**src/rtl/control_pkg.sv**
```systemverilog
// Shared types and decode helpers for the accumulator-machine sequencer.
package control_pkg;

  typedef enum logic [4:0] {
    OP_HLT  = 5'b00000,
    OP_STO  = 5'b00001,
    OP_LD   = 5'b00010,
    OP_LDI  = 5'b00011,
    OP_ADD  = 5'b00100,
    OP_ADDI = 5'b00101,
    OP_SUB  = 5'b00110,
    OP_SUBI = 5'b00111,
    OP_BEQ  = 5'b01000,
    OP_BNE  = 5'b01001,
    OP_BGT  = 5'b01010,
    OP_BGE  = 5'b01011,
    OP_BLT  = 5'b01100,
    OP_BLE  = 5'b01101,
    OP_JMP  = 5'b01110
  } opcode_t;

  typedef enum logic [2:0] {
    INIT   = 3'd0,
    FETCH  = 3'd1,
    DECODE = 3'd2,
    EXEC   = 3'd3,
    MEM    = 3'd4,
    HALT   = 3'd5
  } state_t;

  localparam logic [1:0] SEL_A_ALU = 2'b10;
  localparam logic [1:0] SEL_A_EXT = 2'b01;
  localparam logic [1:0] SEL_A_MEM = 2'b00;
  localparam logic       ALU_ADD   = 1'b0;
  localparam logic       ALU_SUB   = 1'b1;

  // Non-branch opcodes return 0; callers only consult this for branch opcodes.
  function automatic logic branch_taken(input opcode_t op, input logic z, input logic n);
    logic taken;
    taken = 1'b0;
    case (op)
      OP_BEQ:  taken = z;
      OP_BNE:  taken = !z;
      OP_BGT:  taken = !z && !n;
      OP_BGE:  taken = !n;
      OP_BLT:  taken = n;
      OP_BLE:  taken = n || z;
      OP_JMP:  taken = 1'b1;
      default: taken = 1'b0;
    endcase
    return taken;
  endfunction

endpackage

```
**src/rtl/program_counter.sv**
```systemverilog
// Program counter: load has priority over increment, otherwise hold; wraps modulo 2^WIDTH.
// Latency: new value visible the cycle after load/inc; no backpressure.
module program_counter #(
  parameter int WIDTH = 11
) (
  input  logic             clk,
  input  logic             rst_n,
  input  logic             load,
  input  logic             inc,
  input  logic [WIDTH-1:0] load_val,
  output logic [WIDTH-1:0] pc
);

  always_ff @(posedge clk or negedge rst_n) begin
    if (!rst_n) begin
      pc <= '0;
    end else if (load) begin
      pc <= load_val;
    end else if (inc) begin
      pc <= pc + 1'b1;
    end
  end

endmodule

```
**src/rtl/control_unit.sv**
```systemverilog
// Multi-cycle Moore sequencer: FETCH/DECODE/EXEC(/MEM), 3 cycles per instruction, 4 for memory operands.
// Backpressure: none; instruction and data memories are fixed-latency synchronous.
module control_unit
  import control_pkg::*;
#(
  parameter int DATA_WIDTH    = 16,
  parameter int OPERAND_WIDTH = 11,
  parameter int OPCODE_WIDTH  = 5
) (
  input  logic                     clock_in,
  input  logic                     reset_n_in,
  input  logic [DATA_WIDTH-1:0]    instr_data_in,
  input  logic                     flag_Z_in,
  input  logic                     flag_N_in,
  output logic [OPERAND_WIDTH-1:0] instr_addr_out,
  output logic [OPERAND_WIDTH-1:0] operand_out,
  output logic                     alu_op_out,
  output logic [1:0]               sel_A_out,
  output logic                     sel_B_out,
  output logic                     acc_wr_out,
  output logic                     status_wr_out,
  output logic                     acc_reset_out,
  output logic                     status_reset_out,
  output logic                     data_mem_rd_out,
  output logic                     data_mem_wr_out,
  output logic                     halted_out
);

  state_t                 state;
  state_t                 state_nxt;
  logic [DATA_WIDTH-1:0]  ir;
  opcode_t                op;
  logic                   pc_load;
  logic                   pc_inc;

  assign op          = opcode_t'(ir[DATA_WIDTH-1 -: OPCODE_WIDTH]);
  assign operand_out = ir[OPERAND_WIDTH-1:0];

  program_counter #(
    .WIDTH(OPERAND_WIDTH)
  ) u_pc (
    .clk      (clock_in),
    .rst_n    (reset_n_in),
    .load     (pc_load),
    .inc      (pc_inc),
    .load_val (ir[OPERAND_WIDTH-1:0]),
    .pc       (instr_addr_out)
  );

  always_ff @(posedge clock_in or negedge reset_n_in) begin
    if (!reset_n_in) begin
      state <= INIT;
      ir    <= '0;
    end else begin
      state <= state_nxt;
      if (state == DECODE) begin
        ir <= instr_data_in;
      end
    end
  end

  always_comb begin
    state_nxt        = state;
    pc_load          = 1'b0;
    pc_inc           = 1'b0;
    alu_op_out       = ALU_ADD;
    sel_A_out        = SEL_A_MEM;
    sel_B_out        = 1'b0;
    acc_wr_out       = 1'b0;
    status_wr_out    = 1'b0;
    acc_reset_out    = 1'b0;
    status_reset_out = 1'b0;
    data_mem_rd_out  = 1'b0;
    data_mem_wr_out  = 1'b0;
    halted_out       = 1'b0;

    case (state)
      INIT: begin
        acc_reset_out    = 1'b1;
        status_reset_out = 1'b1;
        state_nxt        = FETCH;
      end
      FETCH:  state_nxt = DECODE;
      DECODE: state_nxt = EXEC;
      EXEC: begin
        state_nxt = FETCH;
        case (op)
          OP_HLT: state_nxt = HALT;
          OP_STO: begin
            data_mem_wr_out = 1'b1;
            pc_inc          = 1'b1;
          end
          OP_LD, OP_ADD, OP_SUB: begin
            data_mem_rd_out = 1'b1;
            state_nxt       = MEM;
          end
          OP_LDI: begin
            sel_A_out  = SEL_A_EXT;
            acc_wr_out = 1'b1;
            pc_inc     = 1'b1;
          end
          OP_ADDI, OP_SUBI: begin
            sel_A_out     = SEL_A_ALU;
            sel_B_out     = 1'b1;
            alu_op_out    = (op == OP_SUBI) ? ALU_SUB : ALU_ADD;
            acc_wr_out    = 1'b1;
            status_wr_out = 1'b1;
            pc_inc        = 1'b1;
          end
          OP_BEQ, OP_BNE, OP_BGT, OP_BGE, OP_BLT, OP_BLE, OP_JMP: begin
            pc_load = branch_taken(op, flag_Z_in, flag_N_in);
            pc_inc  = !pc_load;
          end
          default: pc_inc = 1'b1;
        endcase
      end
      MEM: begin
        acc_wr_out = 1'b1;
        pc_inc     = 1'b1;
        state_nxt  = FETCH;
        if (op != OP_LD) begin
          sel_A_out     = SEL_A_ALU;
          alu_op_out    = (op == OP_SUB) ? ALU_SUB : ALU_ADD;
          status_wr_out = 1'b1;
        end
      end
      HALT:    halted_out = 1'b1;
      default: state_nxt = INIT;
    endcase
  end

endmodule

```
**config.mk**
```make
export PLATFORM = sky130hd
export DESIGN_NAME = control_unit
export DESIGN_NICKNAME = d
export VERILOG_FILES = /design/src/rtl/control_pkg.sv /design/src/rtl/program_counter.sv /design/src/rtl/control_unit.sv
export SDC_FILE = /design/constraint.sdc
export NUM_CORES = 1
export LEC_CHECK = 0
export ABC_CLOCK_PERIOD_IN_PS = 2500
export CAP_MARGIN = 10
export CORE_MARGIN = 2
export CORE_UTILIZATION = 47
export CTS_CLUSTER_SIZE = 40
export DETAILED_ROUTE_END_ITERATION = 12
export PLACE_DENSITY = 0.86
export SYNTH_ARGS = -nofsm -noshare
export SYNTH_HDL_FRONTEND = slang
export SYNTH_SLANG_ARGS = --single-unit
```
**constraint.sdc**
```tcl
create_clock -name clock_in -period 2.5 [get_ports clock_in]
set_input_delay 0.5 -clock clock_in [delete_from_list [all_inputs] [get_ports clock_in]]
set_output_delay 0.5 -clock clock_in [all_outputs]
set_load 0.05 [all_outputs]
```
---- Word-level counts from Yosys, hierarchy flattened ----
Cells that the tools add are included.
operators by class
  add/subtract/negate cells ............... 1
  multiply operators ...................... 0
  divide/modulo/power cells ............... 0
  order comparisons ....................... 0
  equal/unequal tests ..................... 20
  shifts and indexed selects .............. 0
  multiplexer cells ....................... 31
  bitwise operators ....................... 0
  reduce and logical (&&, ||, !) cells .... 14
operators with widths
  kind                     count
  $eq A5 B4 Y1 const B     7
  $mux W11                 2
  $eq A5 B3 Y1 const B     4
  $mux W1                  18
  $pmux W3 S5              1
  $add A11 B1 Y11 const B  1
  $eq A5 B2 Y1 const B     2
  $pmux W1 S2              5
  $pmux W2 S2              2
  $pmux W1 S7              1
  $reduce_or A7 Y1         1
  $eq A3 B2 Y1 const B     2
  $eq A3 B3 Y1 const B     2
  $pmux W3 S2              1
  $reduce_or A3 Y1         2
  $eq A5 B1 Y1 const B     1
  $logic_not A5 Y1         1
  $ne A5 B2 Y1 const B     1
  $reduce_or A2 Y1         2
  $reduce_or A4 Y1         1
  $eq A3 B1 Y1 const B     1
  $logic_not A1 Y1         3
  $logic_not A3 Y1         1
  $mux W2                  1
  other kinds (3)          3
word-level totals
  register bits after elaboration ......... 30
  latch bits .............................. 0
  memory bits (writable) .................. 0
  memory bits (read-only) ................. 0
  input bits .............................. 20
  output and inout bits ................... 33
  logic and storage cells ................. 69
  memories kept ........................... 0

---- Depth between registers and ports, before layout ----
  depth after elaboration ................. 10
  depth in mapped cells ................... 7
  mapped depth without buffers ............ 6

---- Hierarchy ----
From an unflattened synthesis, not the netlist that was laid out.
second synthesis, totals
  cells, all modules ...................... 172
  area, all modules ....................... 1800.5 um2
by module, submodules not included
  module           instances  cells each  area an instance (um2)  sequential area each (um2)
  control_unit     1          105         1173.6                  475.5
  program_counter  1          67          626.9                   275.3

---- Worst setup path after synthesis ----
OpenSTA, ideal clock, no wires.
  path kind ............................... register to output
  from .................................... register state[2]
  to ...................................... output port acc_wr_out
  arrival ................................. 2917 ps
  data required time ...................... 2000 ps
  path slack .............................. -917 ps
  cell stages (with the launch flop) ...... 6
  buffers on the path ..................... 1
  cells stage by stage .................... dfrtp_1 -> buf_2 -> and3b_1 -> nand2_1 -> nor4_1 -> or3_1
between the ends
  cells in the longest elaborated chain, start to end .. 2
  elaborated cells on any way between the ends .. 3
  those cells by class .................... eq/ne: 2; mux: 1
ends and longest elaborated chain
  element                                              RTL line            RTL
  from (decl)                                          control_unit.sv:29  state_t state;
  from (signal assigned)                               control_unit.sv:55  state <= state_nxt;
  $eq A3 B3 Y1 / $eq A3 B2 Y1 (equally long branches)  control_unit.sv:77  case (state)
  $pmux W1 S2 (*)                                      control_unit.sv:77
  to (decl)                                            control_unit.sv:20  output logic acc_wr_out,
Mark *: on every way between the ends. The rest lies on a longest branch, timed or not.

---- Worst setup path after layout ----
  from .................................... register state[2]
  to ...................................... output port status_reset_out
between the ends
  cells in the longest elaborated chain, start to end .. 2
ends and longest elaborated chain
  element           RTL line            RTL
  $logic_not A3 Y1  control_unit.sv:77
  $mux W1           control_unit.sv:77
  to (decl)         control_unit.sv:23  output logic status_reset_out,
Every way passes these cells.

==> impl.org <==
** Global routing
- Entering global routing, the biggest net connects 31 pins.
- The total overflow left after global routing is 0.
- The first global-routing pass estimated 6003 um of wire.
- The initial antenna violation count is 0.
- Total track usage :: 18.88%
- Vias in the first global route :: 1377

** Drt
- For this run, the detailed router's first-pass iteration total came to 4.
- The routed design has 3649 um of wire.
- Drt first-iter violations :: 43
- Detailed-route vias per instance :: around 5.4
- Dividing the detail-routed wire length by the instance count gives 14.09 um.
- For this run, design rule violations remaining after detail routing come to 0.
- Remaining number of nets flagged by the antenna check after routing :: 0
- Detailed routing inserted a total of roughly 1400 vias.

** Setup path
- The worst setup path is launched from a flop.
- The worst setup path is of the reg2out kind.
- Data required time of the critical path :: roughly 2000 ps
- Maximum cell stage delay along the critical path :: 850 ps
- Walking the worst path, the cells encountered are nor3_1 > clkdlybuf4s50_1.
- The worst setup path is captured at a primary output.
- Maximum fanout encountered on the critical timing path :: 8
- Arrival time reported for the critical path endpoint :: 1880 ps
- Critical-path cell with the highest stage delay :: clkdlybuf4s50_1
- Count of cells along the worst register-to-register path :: 6

** Floorplanning
- The die covers 0.004186 mm2.
- Num ports :: 53
- The floorplan step set the die height to 64.70 um.
- After floorplanning, the core was divided into 22 placement rows.
- For this configuration, the core starts out at a cell density of a little under 50%.
- From left edge to right edge, the die measures 64.70 um.
- The floorplan step defined a core boundary enclosing 0.003606 mm2.

** Placed design
- IO buf count :: 52
- Summing all placed instances gives a cell area of 0.002265 mm2.
- Weighted congestion at the end of routability-driven global placement :: 0.8084
- Post-DP HPWL :: 2676 um

** Finish
- Area Overhead vs Synth :: 36.34%
- The finished cells cover 0.002361 mm2.
- Layout net count :: roughly 230
- Highest-count cells in the layout ignoring fill and taps :: 44 x clkdlybuf4s50_1, 30 x dfrtp_1, 15 x mux2_2
- Footprint of the multi-input gates :: 855.8 um2
- Leaving out fill and tap cells, the most frequent cell in the layout is clkdlybuf4s50_1.
- Fraction of final layout cells sized beyond drive strength 1 :: between 20 and 25%
- Antenna diode instance count :: 0
- After filler insertion, the fill cell instance count of the layout stands at 314.
- In the final layout, flip-flops and latches occupy 750.7 um2.

** Logic synthesis
- Number of distinct library cells after synthesis :: slightly above 40
- After synthesis, flip-flops and latches occupy 43.35% of the total area.
- Top post-synthesis cells by area :: dfrtp_1 43%, mux2_2 9.8%, buf_4 5.2%, mux2i_1 3.5%, nand2_1 3.3%
- Post-synthesis instance total :: 168
- Average footprint of a synthesized cell :: 10.31 um2
- Fraction of post-synthesis cell area in the top cell type by area :: 43.35%
- The synthesized netlist occupies a cell area of 0.001732 mm2.
- When the netlist entered floorplanning its net count stood at 189.
- Cell taking the most area after synthesis :: dfrtp_1
- Number of flip-flops and latches in the synthesized netlist :: 30
- Yosys warning total :: 0

** Flow run
- Max cap viols :: 0

** Clock tree
- Clock Tree Root :: clkbuf_8
- After clock tree synthesis, the clock-pin slew on the worst setup and hold paths is ~60 ps.
- Worst-case clock buffer depth :: 2
- Number of H-tree levels :: 2
- Buffers inserted to repair hold after CTS numbered 0.
- The clock reaches the later pin of the worst-skew pair after 280 ps.
- The clock drives 30 sinks.
- TritonCTS clock tree :: built
- Buffers inserted during clock tree synthesis total 5.

** Hold path
- Class of the tightest hold or removal check :: reg2reg
- Number of instances on the worst hold path :: 1

** Timing
- Endpoints failing hold :: 0
- Unrepaired setup endpoints after global routing :: false
- Final Cycle Share :: 95.10%
- The number of pins exceeding their max-slew limit in the final report came to 0.
- Setup violations remaining at the end of the flow were counted as 0.
- Subtracting the final worst setup slack from the clock period gives around 2400 ps.
- Adding up every negative setup slack in the final design gives 0 ps.
- Least-Margin Pin Slew :: 520.9 ps
- Setup skew after layout :: 3.926 ps
- Measured against its own limit, the worst slew margin works out to 65.17%.
- Timing would allow up to about 420 MHz.

** Outcome
- The run finished with clean final reports.

** Pwr
- In this run the power density over the cells is about 1500 mW/mm2.
- Static power due to leakage :: 1.004 nW
- The design draws 3.466 mW.
- VDD IR max :: 0.8963 mV
## cell families after synthesis
| group | after synthesis | share of synthesized area, % |
|---|---|---|
| multiplexers | 22 | 14.09 |
| buffers and inverters | 23 | 9.176 |
| AO/OA/AOI/OAI | 34 | 14.23 |
| flip-flops | 30 | 43.35 |
| adder cells (fa/ha/maj) | 1 | 0.7224 |
| XOR/XNOR | 2 | 1.012 |
| AND/OR/NAND/NOR | 56 | 17.41 |
## layer usage
layer	global-route usage [%]	up-vias	part of all wire, %
met1	21.24	654	44
met2	31.96	49	47
met5	0	-	0
met3	6.771	7	6.7
li1	-	680	-
met4	8.511	0	2.3
## layout make-up
cell class / count / share of cell area [%]
Clock buffer: 6 / 3.498
Inverter: 3 / 0.4769
Multi-Input combinational cell: 115 / 36.25
Sequential cell: 30 / 31.80
Tap cell: 48 / 2.544
Timing Repair Buffer: 57 / 25.44
## flip-flops by register name, indices dropped and copies added, names as in the netlist
register,count
state,3
u_pc.pc,11
ir,16
## synthesized netlist by cell type
library cell / instances
a211o_1: 1
a211oi_1: 1
a21bo_1: 1
a21o_1: 1
a21oi_1: 6
a21oi_2: 5
a2bb2oi_1: 5
and2_1: 2
and3_1: 2
and3b_1: 2
buf_2: 4
buf_4: 12
buf_6: 3
clkbuf_1: 1
dfrtp_1: 30
ha_1: 1
inv_1: 3
mux2_2: 15
mux2_4: 1
mux2i_1: 6
nand2_1: 15
nand2b_1: 2
nand3_1: 6
nand3b_1: 2
nand4_1: 3
nor2_1: 8
nor3_1: 5
nor3b_1: 1
nor3b_2: 2
nor4_1: 1
o211ai_1: 2
o21a_1: 1
o21ai_0: 6
o21ai_1: 1
o221a_1: 2
o22a_1: 1
o22ai_1: 1
or2_2: 1
or3_1: 3
or4_1: 1
xnor2_1: 2
## worst max-delay path, delay by kind of cell, from the launching register on
kind / cells / cell delay, ps
buffers and inverters: 1 / 850
AND/OR/NAND/NOR: 1 / 290
flip-flops: 1 / 460
## what timing repair did
item                       CTS  global route
gates resized for setup      0             3
buffers inserted             0             0
hold endpoints to repair     0             0
setup endpoints to repair    0             3
## final timing paths
check | startpoint | end | slack (ps)
hold reg to reg | ir[9]$_DFFE_PN0P_ | ir[9]$_DFFE_PN0P_ | 530
max in group asynchronous | reset_n_in | ir[11]$_DFFE_PN0P_ | 1620
hold / removal | ir[9]$_DFFE_PN0P_ | ir[9]$_DFFE_PN0P_ | 530
setup / recovery | state[2]$_DFFE_PN0N_ | status_reset_out | 120
setup reg to reg | ir[13]$_DFFE_PN0P_ | u_pc.pc[7]$_DFFE_PN0P_ | 460
min in group asynchronous | reset_n_in | u_pc.pc[10]$_DFFE_PN0P_ | 610
## metrics by stage
step	util [%]	setup WS (ps)	cells	hold WS, ps
2_1_floorplan	-	-115.3	168	204.4
3_3_place_gp	62.80	195.8	253	512.7
3_5_place_dp	62.80	143.8	253	520.9
4_1_cts	65.09	87.17	259	535.5
5_1_grt	65.48	35.73	259	562.2
6_report	65.48	122.5	259	533.7
## power breakdown
part           leakage, nW  switching (mW)  total [mW]  internal, mW
clock               0.0431           0.166       0.377         0.212
sequential           0.339           0.304        1.02         0.716
combinational        0.621            1.24        2.07         0.827
total                 1.00            1.71        3.47          1.76
Power figures use the tool's default switching activity.
